$ cat config.mk
export PLATFORM = sky130hd
export DESIGN_NAME = dpot_sweep
export DESIGN_NICKNAME = d
export VERILOG_FILES = /design/src/rtl/dpot_sweep.sv
export SDC_FILE = /design/constraint.sdc
export NUM_CORES = 1
export LEC_CHECK = 0
export ABC_AREA = 1
export BUFFER_PORTS_ARGS = -buffer_cell sky130_fd_sc_hd__buf_2
export CORE_MARGIN = 3
export CORE_UTILIZATION = 40
export DETAILED_ROUTE_END_ITERATION = 16
export SLEW_MARGIN = 0
export SYNTH_ARGS = -nofsm -noshare
export SYNTH_HDL_FRONTEND = slang
export SYNTH_SLANG_ARGS = --single-unit
$ cat constraint.sdc
create_clock -name clk -period 4.66 [get_ports clk]
set_input_delay 0.932 -clock clk [delete_from_list [all_inputs] [get_ports clk]]
set_output_delay 0.932 -clock clk [all_outputs]
set_load 0.02 [all_outputs]
$ cat src/rtl/dpot_sweep.sv
// Wiper code sequencer for the Pmod DPOT SPI interface: hold / saw up / saw down / triangle.
// Optional handshake watchdog enabled by defining DPOT_SWEEP_TIMEOUT_EN.
module dpot_sweep #(
  parameter int unsigned TICK_DIV = 100000,
  parameter int unsigned TICK_W   = 17
) (
  input  logic       clk,
  input  logic       rst,
  input  logic       enable,
  input  logic [1:0] mode,
  input  logic [7:0] step,
  input  logic [7:0] hold_val,
  input  logic       ready,
  output logic [7:0] value,
  output logic       update,
  output logic       busy,
  output logic       wrap,
  output logic       error
);

  localparam int unsigned CODE_W = 8;
  localparam logic [TICK_W-1:0] TICK_LAST = TICK_W'(TICK_DIV - 1);

  typedef enum logic [1:0] {
    ST_IDLE = 2'd0,
    ST_REQ  = 2'd1,
    ST_XFER = 2'd2,
    ST_WAIT = 2'd3
  } state_t;

  state_t              state_q, state_d;
  logic [TICK_W-1:0]   cnt_q, cnt_d;
  logic                dir_down_q, dir_down_d;
  logic [CODE_W-1:0]   value_d;
  logic                update_d, busy_d, wrap_d;
  logic                err_hold;

  // Next-code datapath
  logic [CODE_W:0]     sum_c, diff_c;
  logic [CODE_W-1:0]   nxt_val_c;
  logic                nxt_dir_down_c, nxt_wrap_c;

  always_comb begin
    sum_c          = {1'b0, value} + {1'b0, step};
    diff_c         = {1'b0, value} - {1'b0, step};
    nxt_val_c      = value;
    nxt_dir_down_c = dir_down_q;
    nxt_wrap_c     = 1'b0;
    case (mode)
      2'd0: nxt_val_c = hold_val;
      2'd1: begin
        nxt_val_c  = sum_c[CODE_W-1:0];
        nxt_wrap_c = sum_c[CODE_W];
      end
      2'd2: begin
        nxt_val_c  = diff_c[CODE_W-1:0];
        nxt_wrap_c = diff_c[CODE_W];
      end
      default: begin
        if (!dir_down_q) begin
          if (sum_c[CODE_W]) begin
            nxt_val_c      = {CODE_W{1'b1}};
            nxt_dir_down_c = 1'b1;
            nxt_wrap_c     = 1'b1;
          end else begin
            nxt_val_c = sum_c[CODE_W-1:0];
          end
        end else begin
          if (diff_c[CODE_W]) begin
            nxt_val_c      = '0;
            nxt_dir_down_c = 1'b0;
            nxt_wrap_c     = 1'b1;
          end else begin
            nxt_val_c = diff_c[CODE_W-1:0];
          end
        end
      end
    endcase
  end

`ifdef DPOT_SWEEP_TIMEOUT_EN
  localparam int unsigned WD_W = 10;
  localparam logic [WD_W-1:0] WD_LAST = WD_W'(1022);

  logic [WD_W-1:0] wd_q, wd_d;
  logic            error_q, error_d;

  assign err_hold = error_q;
  assign error    = error_q;
`else
  assign err_hold = 1'b0;
  assign error    = 1'b0;
`endif

  // Sequencer next-state and registered-output logic
  always_comb begin
    state_d    = state_q;
    cnt_d      = cnt_q;
    dir_down_d = dir_down_q;
    value_d    = value;
    wrap_d     = 1'b0;
`ifdef DPOT_SWEEP_TIMEOUT_EN
    error_d    = error_q;
    wd_d       = '0;
`endif
    case (state_q)
      ST_IDLE: begin
        if (enable && !err_hold) begin
          value_d    = hold_val;
          dir_down_d = 1'b0;
          cnt_d      = '0;
          state_d    = ST_REQ;
        end
      end
      ST_REQ: begin
        // A low ready is taken as acceptance, even if it was already low on entry.
        if (!ready) state_d = ST_XFER;
      end
      ST_XFER: begin
        if (ready) begin
          cnt_d   = '0;
          state_d = ST_WAIT;
        end
      end
      default: begin
        if (cnt_q == TICK_LAST) begin
          if (enable) begin
            value_d    = nxt_val_c;
            dir_down_d = nxt_dir_down_c;
            wrap_d     = nxt_wrap_c;
            state_d    = ST_REQ;
          end else begin
            state_d = ST_IDLE;
          end
        end else begin
          cnt_d = cnt_q + TICK_W'(1);
        end
      end
    endcase
`ifdef DPOT_SWEEP_TIMEOUT_EN
    // Watchdog counts consecutive cycles spent stalled in REQ or XFER.
    if ((state_q == ST_REQ || state_q == ST_XFER) && state_d == state_q) begin
      if (wd_q == WD_LAST) begin
        error_d = 1'b1;
        state_d = ST_IDLE;
      end else begin
        wd_d = wd_q + WD_W'(1);
      end
    end
`endif
    update_d = (state_d == ST_REQ);
    busy_d   = (state_d != ST_IDLE);
  end

  always_ff @(posedge clk or negedge rst) begin
    if (!rst) begin
      state_q    <= ST_IDLE;
      cnt_q      <= '0;
      dir_down_q <= 1'b0;
      value      <= '0;
      update     <= 1'b0;
      busy       <= 1'b0;
      wrap       <= 1'b0;
`ifdef DPOT_SWEEP_TIMEOUT_EN
      wd_q       <= '0;
      error_q    <= 1'b0;
`endif
    end else begin
      state_q    <= state_d;
      cnt_q      <= cnt_d;
      dir_down_q <= dir_down_d;
      value      <= value_d;
      update     <= update_d;
      busy       <= busy_d;
      wrap       <= wrap_d;
`ifdef DPOT_SWEEP_TIMEOUT_EN
      wd_q       <= wd_d;
      error_q    <= error_d;
`endif
    end
  end

endmodule

* Word-level counts from Yosys, hierarchy flattened
Cells that the tools add are included. W data, S select, Z words.
Word-level totals: word-level logic and storage cells 64, bits in registers 31, input port bits 22
Operators by class: add/subtract/negate cells 3, equality and inequality tests 10, reduce and logical (&&, ||, !) cells 10, muxes and demuxes 32, bitwise operators 2
Operators with widths (count):
- $mux W17 | 3
- $pmux W17 S3 | 1
- $mux W8 | 6
- $pmux W8 S3 | 1
- $add A17 B1 Y17 const B | 1
- $eq A17 B17 Y1 const B | 1
- $pmux W8 S2 | 1
- $mux W1 | 13
- $add A8 B8 Y9 | 1
- $sub A8 B8 Y9 | 1
- $mux W2 | 4
- $reduce_and A4 Y1 | 2
- $eq A2 B1 Y1 const B | 3
- $pmux W2 S3 | 1
- $reduce_or A3 Y1 | 2
- $eq A2 B2 Y1 const B | 2
- $logic_not A2 Y1 | 2
- $ne A2 B2 Y1 const B | 2
- $reduce_bool A2 Y1 | 2
- $ne A3 B1 Y1 const B | 1
- $pmux W1 S3 | 1
- $reduce_and A3 Y1 | 1
- $ne A2 B1 Y1 const B | 1
- $not A1 Y1 | 2
- 2 further kinds | 2

* Depth between registers and ports, before layout
Gate-level depths: netlist (run 1).
depth in word-level cells 7, depth in mapped cells 16, depth with buffers taken out 16

* Least setup slack after synthesis (run 1)
OpenSTA, ideal clock, no wires.
path kind input to register, from in step[0], to reg value[6], path slack 2.166 ns, cell stages on the path 14, arrival time 2.382 ns, buffers on the path 0, cell sequence ha_1 -> fa_1 -> nand2_1 -> nand2_1 -> nand2_1 -> nor2_1 -> nor2_2 -> inv_2 -> nand2_2 -> nand2_1 -> nand3_1 -> nand3_1 -> nand2_1 -> inv_1
On the way: word-level cells in the longest chain between the ends 7, elaborated cells on any way between the ends 9, those cells by class add/sub (2); mux (7)
Ends and longest elaborated chain:
- from (decl) | line 11 | input logic [7:0] step,
- $add A8 B8 Y9 / $sub A8 B8 Y9 (equally long branches) | line 44, 45
- $mux W8, on equally long branches | line 61, 69
- $mux W8 | line 60 | if (!dir_down_q) begin
- $pmux W8 S3 * | line 49 | case (mode)
- $mux W8 * | line 127 | if (enable) begin
- $mux W8 * | line 126 | if (cnt_q == TICK_LAST) begin
- $pmux W8 S2 * | line 106 | case (state_q)
- to (signal assigned) | line 172 | value <= value_d;
- to (decl) | line 14 | output logic [7:0] value,
Every way passes the cells marked *; elsewhere a longest branch is shown, timed or not. The select of a mux whose other input is x is not followed. A chain may end at the register's enable or synchronous reset.

* Final worst setup path (run 1)
Ends and elaborated chain as after synthesis.

==> results of run 1 <==
==> per-stage QoR <==
stage                     std cells  hold slack (ns)  setup slack (ns)  util (%)  total power [uW]
final                           588            0.519              2.14      46.2               629
after global routing            588            0.565              1.96      46.2               661
after CTS                       588            0.526              2.15      46.2               639
after detailed placement        580            0.509              1.84      44.6               355
after global placement          580            0.504              1.90      44.6               355
after floorplan                 458            0.473              2.17         -               324
==> routing by layer <==
metal | track usage (%) | wire (microns)
met5 | 0 | 0
met3 | 2.33 | 351
met1 | 24.6 | 3630
met4 | 5.37 | 108
met2 | 30.6 | 3550
==> cell families (layout without fill, tap and decap cells) <==
group | after synthesis | after routing | synth area share [%]
and+or+nand+nor | 257 | 257 | 38.0
adders and majority gates | 23 | 23 | 9.88
DFF | 31 | 31 | 25.3
buffers and inverters | 75 | 106 | 10.6
xor gates and xnor gates | 15 | 15 | 4.29
AOI/OAI and AO/OA | 56 | 56 | 11.8
other | 1 | 1 | 0.122
==> registers in the layout, summed over array words and instances, names as in the netlist <==
register    flops
cnt_q          17
value           8
state_q         2
busy            1
dir_down_q      1
update          1
wrap            1
==> critical path, delay by kind of cell <==
kind | cells | cell delay [ns]
simple gates | 10 | 0.97
fa+ha+maj | 2 | 0.58
buf+inv | 3 | 0.22
==> where the power goes <==
group / total (uW) / internal, uW / switching (uW)
registers: 269 / 269 / 0
logic: 81.3 / 27.4 / 53.9
clock network: 279 / 173 / 106
==> cells in the mapped netlist (2+ instances only) <==
library cell and count:
nor3_1 10, ha_1 21, xor2_1 14, nand3_1 47, dfrtp_1 31, nand4_1 5
fa_1 2, nor2_1 40, inv_2 5, o21bai_1 2, o31ai_1 7, o21ai_1 3
or2_2 3, nand2_1 134, o21ai_2 5, a21oi_1 21, buf_2 4, inv_1 61
o21ai_0 12, nand2_2 7
==> final timing paths <==
path                              end  slack, ns  depth (start not counted)
setup / recovery             value[6]       2.14                         15
hold / removal               cnt_q[9]       0.52                          2
setup reg to reg             cnt_q[4]       2.27                          9
hold reg to reg              cnt_q[9]       0.52                          2
max in group asynchronous  dir_down_q       3.46                          1
min in group asynchronous    value[2]       0.71                          1
==> final cells by class <==
class,instances,area share [%]
well taps,99,3.66
repair buffers,32,4.73
inverters,66,7.31
multi-input cells,352,57.9
clock buffers,6,2.44
clock inverters,2,1.03
flip-flops and latches,31,22.9
==> impl_metrics.ini, run 1 <==
[routing]
drt-pass1-iter-count = 5
wirelength_microns = 7640
remaining_drc_errors = 0
wl_per_cell_microns = 13.0
routed_via_density = 5.10
drt_iter0_markers = 222
vias = 2997
ant_nets = 0

[critical_path]
cp-start-kind = input pin
cp_common_cell = nand2_1
cp_data_required_time_ns = 4.83
criticalPathCategory = in -> reg
max_stage_delay_ns = 0.38
endpoint_kind = flop
r2r-start = state_q[0]
crit_chain = buf_2 > ha_1 > fa_1 > nand2_1 > nand2_1 > nand2_1 > nor2_1 > nor2_2 > inv_2 > nand2_2 > nand2_1 > nand3_1 > nand3_1 > nand2_1 > inv_1
critPathSlowestCell = fa_1
cp-startpoint = step[0]
worstPathMaxFanout = 5
cp_data_arrival_time_ns = 2.70

[logic_synthesis]
synthFlopType = dfrtp_1
synthCells = 458
syn-num-nets = 503
yosysTopAreaCell = dfrtp_1
yosys-top-cells-area = dfrtp_1 (25%), nand2_1 (16%), ha_1 (8.6%)
synth_top_area_share_pct = 25.3
syn_area_sq_um = 3060
synthArstFlopShare_pct = 100
synth_warnings = 0
synthDistinctLibCells = 44
seq_area_frac_synth_pct = 25.3
ys_seq_elements = 31
avgSynthCellArea_sq_um = 6.69
synth-edff-count = 0

[sta]
tns_ns = 0
worst_pin_slew_ns = 0.760
hold_violations = 0
rsz0062_at_grt = false
finalClockSkew_ns = 0.0107
fmax_mhz = 396
fin_crit_sh_pct = 54.2
maxSlewViolCount = 0
setup_viol = 0
slew_headroom_pct = 49.3
fin_crit_ns = 2.52

[worst_hold_path]
hp-class = reg -> reg
worstHoldStart = cnt_q[9]

[floorplan]
dieArea_sq_um = 8750
ios = 34
die_y_microns = 93.5
fp.dieW_microns = 93.5
rows = 31
start_util_pct = 41.8
core_sq_um = 7330

[global_routing]
overflow = 0
grt_usage_pct = 18.3
grt_pass1_wl_microns = 12800
grt_antenna_before_repair = 0
grt_pass1_vias = 2736
grt_max_degree = 32

[cells_and_area]
drive_gt1_share_pct = 14.3
fillers = 789
seq_area_sq_um = 776
antennaDiodeCount = 0
final_cell_mix = nand2_1 (134), inv_1 (61), nand3_1 (47)
final_area_sq_um = 3390
layout.nets = 533
area_growth_pct = 10.6
multi_input_area_sq_um = 1960
final_common_cell = nand2_1

[cts]
cts_root_buffer = clkbuf_8
post_cts_buffers = 0
clock-sinks = 31
clk-insertion-delay-late_ns = 0.28
post_cts_resize_count = 0
htree_levels = 2
cts_tree = built
clkSlewWorstSetupHoldPaths_ns = 0.07
clockBufferDepth = 2
numCtsBuffers = 5
cts_hold_buf = 0

[place]
dp_hpwl_microns = 5980
gp_congestion = 0.902
placed_area_sq_um = 3270
port_buffers = 32

[power]
p_leak_uw = 0.00186
power_density_nw_per_um2 = 186
ir_worst_vdd_mv = 0.154

[flow_run]
drv_cap = 0

[run_status]
outcome = completed
Power figures use the tool's default switching activity.
==> run 2, diff against run 1 <==
Clock period 4.66 ns to 2.44 ns, I/O delays scaled along.
==> impl_metrics.ini, run 2 (same netlist as run 1, synthesis figures left out) <==
[cts]
post_cts_buffers = 0
htree_levels = 2
clk-insertion-delay-late_ns = 0.28
clkSlewWorstSetupHoldPaths_ns = 0.06
clock-sinks = 31
cts_tree = built
cts_root_buffer = clkbuf_8
numCtsBuffers = 5
clockBufferDepth = 2

[global_routing]
grt_antenna_before_repair = 0
grt_pass1_vias = 2767
grt_usage_pct = 18.6
grt_max_degree = 32
overflow = 0
grt_pass1_wl_microns = 13100

[routing]
remaining_drc_errors = 0
highest_layer = met4
drt_iter0_markers = 143
ant_nets = 0
wirelength_microns = 7620
route.layer.met1.wl_microns = 3630
wl_met3_microns = 352
drt-pass1-iter-count = 6
vias = 2942
met2WireLength_microns = 3560
routed_via_density = 4.99
wl_per_cell_microns = 12.9

[floorplan]
start_util_pct = 41.8
ios = 34
dieArea_sq_um = 8750
die_y_microns = 93.5
rows = 31
core_sq_um = 7330
fp.dieW_microns = 93.5

[sta]
maxSlewViolCount = 0
rsz0062_at_grt = false
hold_violations = 0
finalClockSkew_ns = 0.00387
hold_slack_ns = 0.257
slew_headroom_pct = 52.1
fmax_mhz = 453
fin_crit_sh_pct = 90.5
tns_ns = 0
setup_viol = 0
worst_pin_slew_ns = 0.718
fin_crit_ns = 2.21

[critical_path]
worstPathMaxFanout = 5
cp_data_required_time_ns = 2.62
cp-start-kind = flop
critPathBufInv = 2
rr_worst_depth = 14
endpoint_kind = flop
cp_data_arrival_time_ns = 2.39
critPathSlowestCell = dfrtp_1
crit_chain = ha_1 > fa_1 > nand2_1 > nand2_1 > nand2_1 > nor2_1 > nor2_2 > inv_2 > nand2_2 > nand2_1 > nand3_1 > nand3_1 > nand2_1 > inv_1
max_stage_delay_ns = 0.41
rrSetupSlack_ns = 0.23
cp_num_cells = 14
crit_family = simple AND/OR/NAND/NOR gates
cp_common_cell = nand2_1
criticalPathCategory = reg -> reg

[place]
port_buffers = 32
gp_congestion = 0.908
dp_hpwl_microns = 6010

[flow_run]
drv_cap = 0

[cells_and_area]
final_common_cell = nand2_1
largest_register = cnt_q
drive_gt1_share_pct = 14.9
layout.nets = 536
final_util_pct = 46.1
seq_area_sq_um = 776
largest_reg_flops = 17
fillers = 794
reg_top3 = cnt_q x17, value x8, state_q x2
multi_input_area_sq_um = 1960
area_growth_pct = 10.3
antennaDiodeCount = 0
final_cell_mix = nand2_1 (134), inv_1 (60), nand3_1 (47)

[worst_hold_path]
hp-class = in -> async

[power]
ir_worst_vdd_mv = 0.226
p_leak_uw = 0.00186
power_density_nw_per_um2 = 320
total_power_uw = 1080

[run_status]
outcome = completed
-- run 2: path summary, 6_finish.rpt --
kind	start	to
worst max-delay path	value[0]	value[6]
worst min-delay path	rst	value[5]
worst max register to register	value[0]	value[6]
worst min register to register	cnt_q[9]	cnt_q[9]
max in group asynchronous	rst	cnt_q[7]
min in group clk	hold_val[0]	value[0]
-- run 2: layout make-up --
type,count,share of cell area (%)
Sequential cell,31,22.9
Clock buffer,6,2.44
Timing Repair Buffer,35,5.40
Multi-Input combinational cell,352,58.1
Clock inverter,1,0.148
Inverter,66,7.33
Tap cell,99,3.66
-- run 2: power breakdown --
group          total [uW]  internal [uW]  switching (uW)
Clock                 411            221             190
Combinational         156           53.3             103
Sequential            514            514               0
-- run 2: routing by layer --
layer / vias up / track usage [%]
met5: - / 0
met4: 0 / 5.25
met3: 6 / 2.65
met2: 65 / 30.0
met1: 1339 / 25.8
li1: 1532 / -
-- run 2: per-stage QoR --
step / worst slack, ns / area, sq um / std cells
after floorplan: 0.365 / 3060 / 458
after detailed placement: 0.0499 / 3290 / 583
final: 0.231 / 3380 / 590
after global routing: 0.00560 / 3380 / 590
after CTS: 0.224 / 3380 / 590
after global placement: 0.132 / 3290 / 583
-- run 2: timing repair --
action,CTS,global route
resized for setup,0,1
endpoints found under the setup margin,0,1
hold buffers,0,0
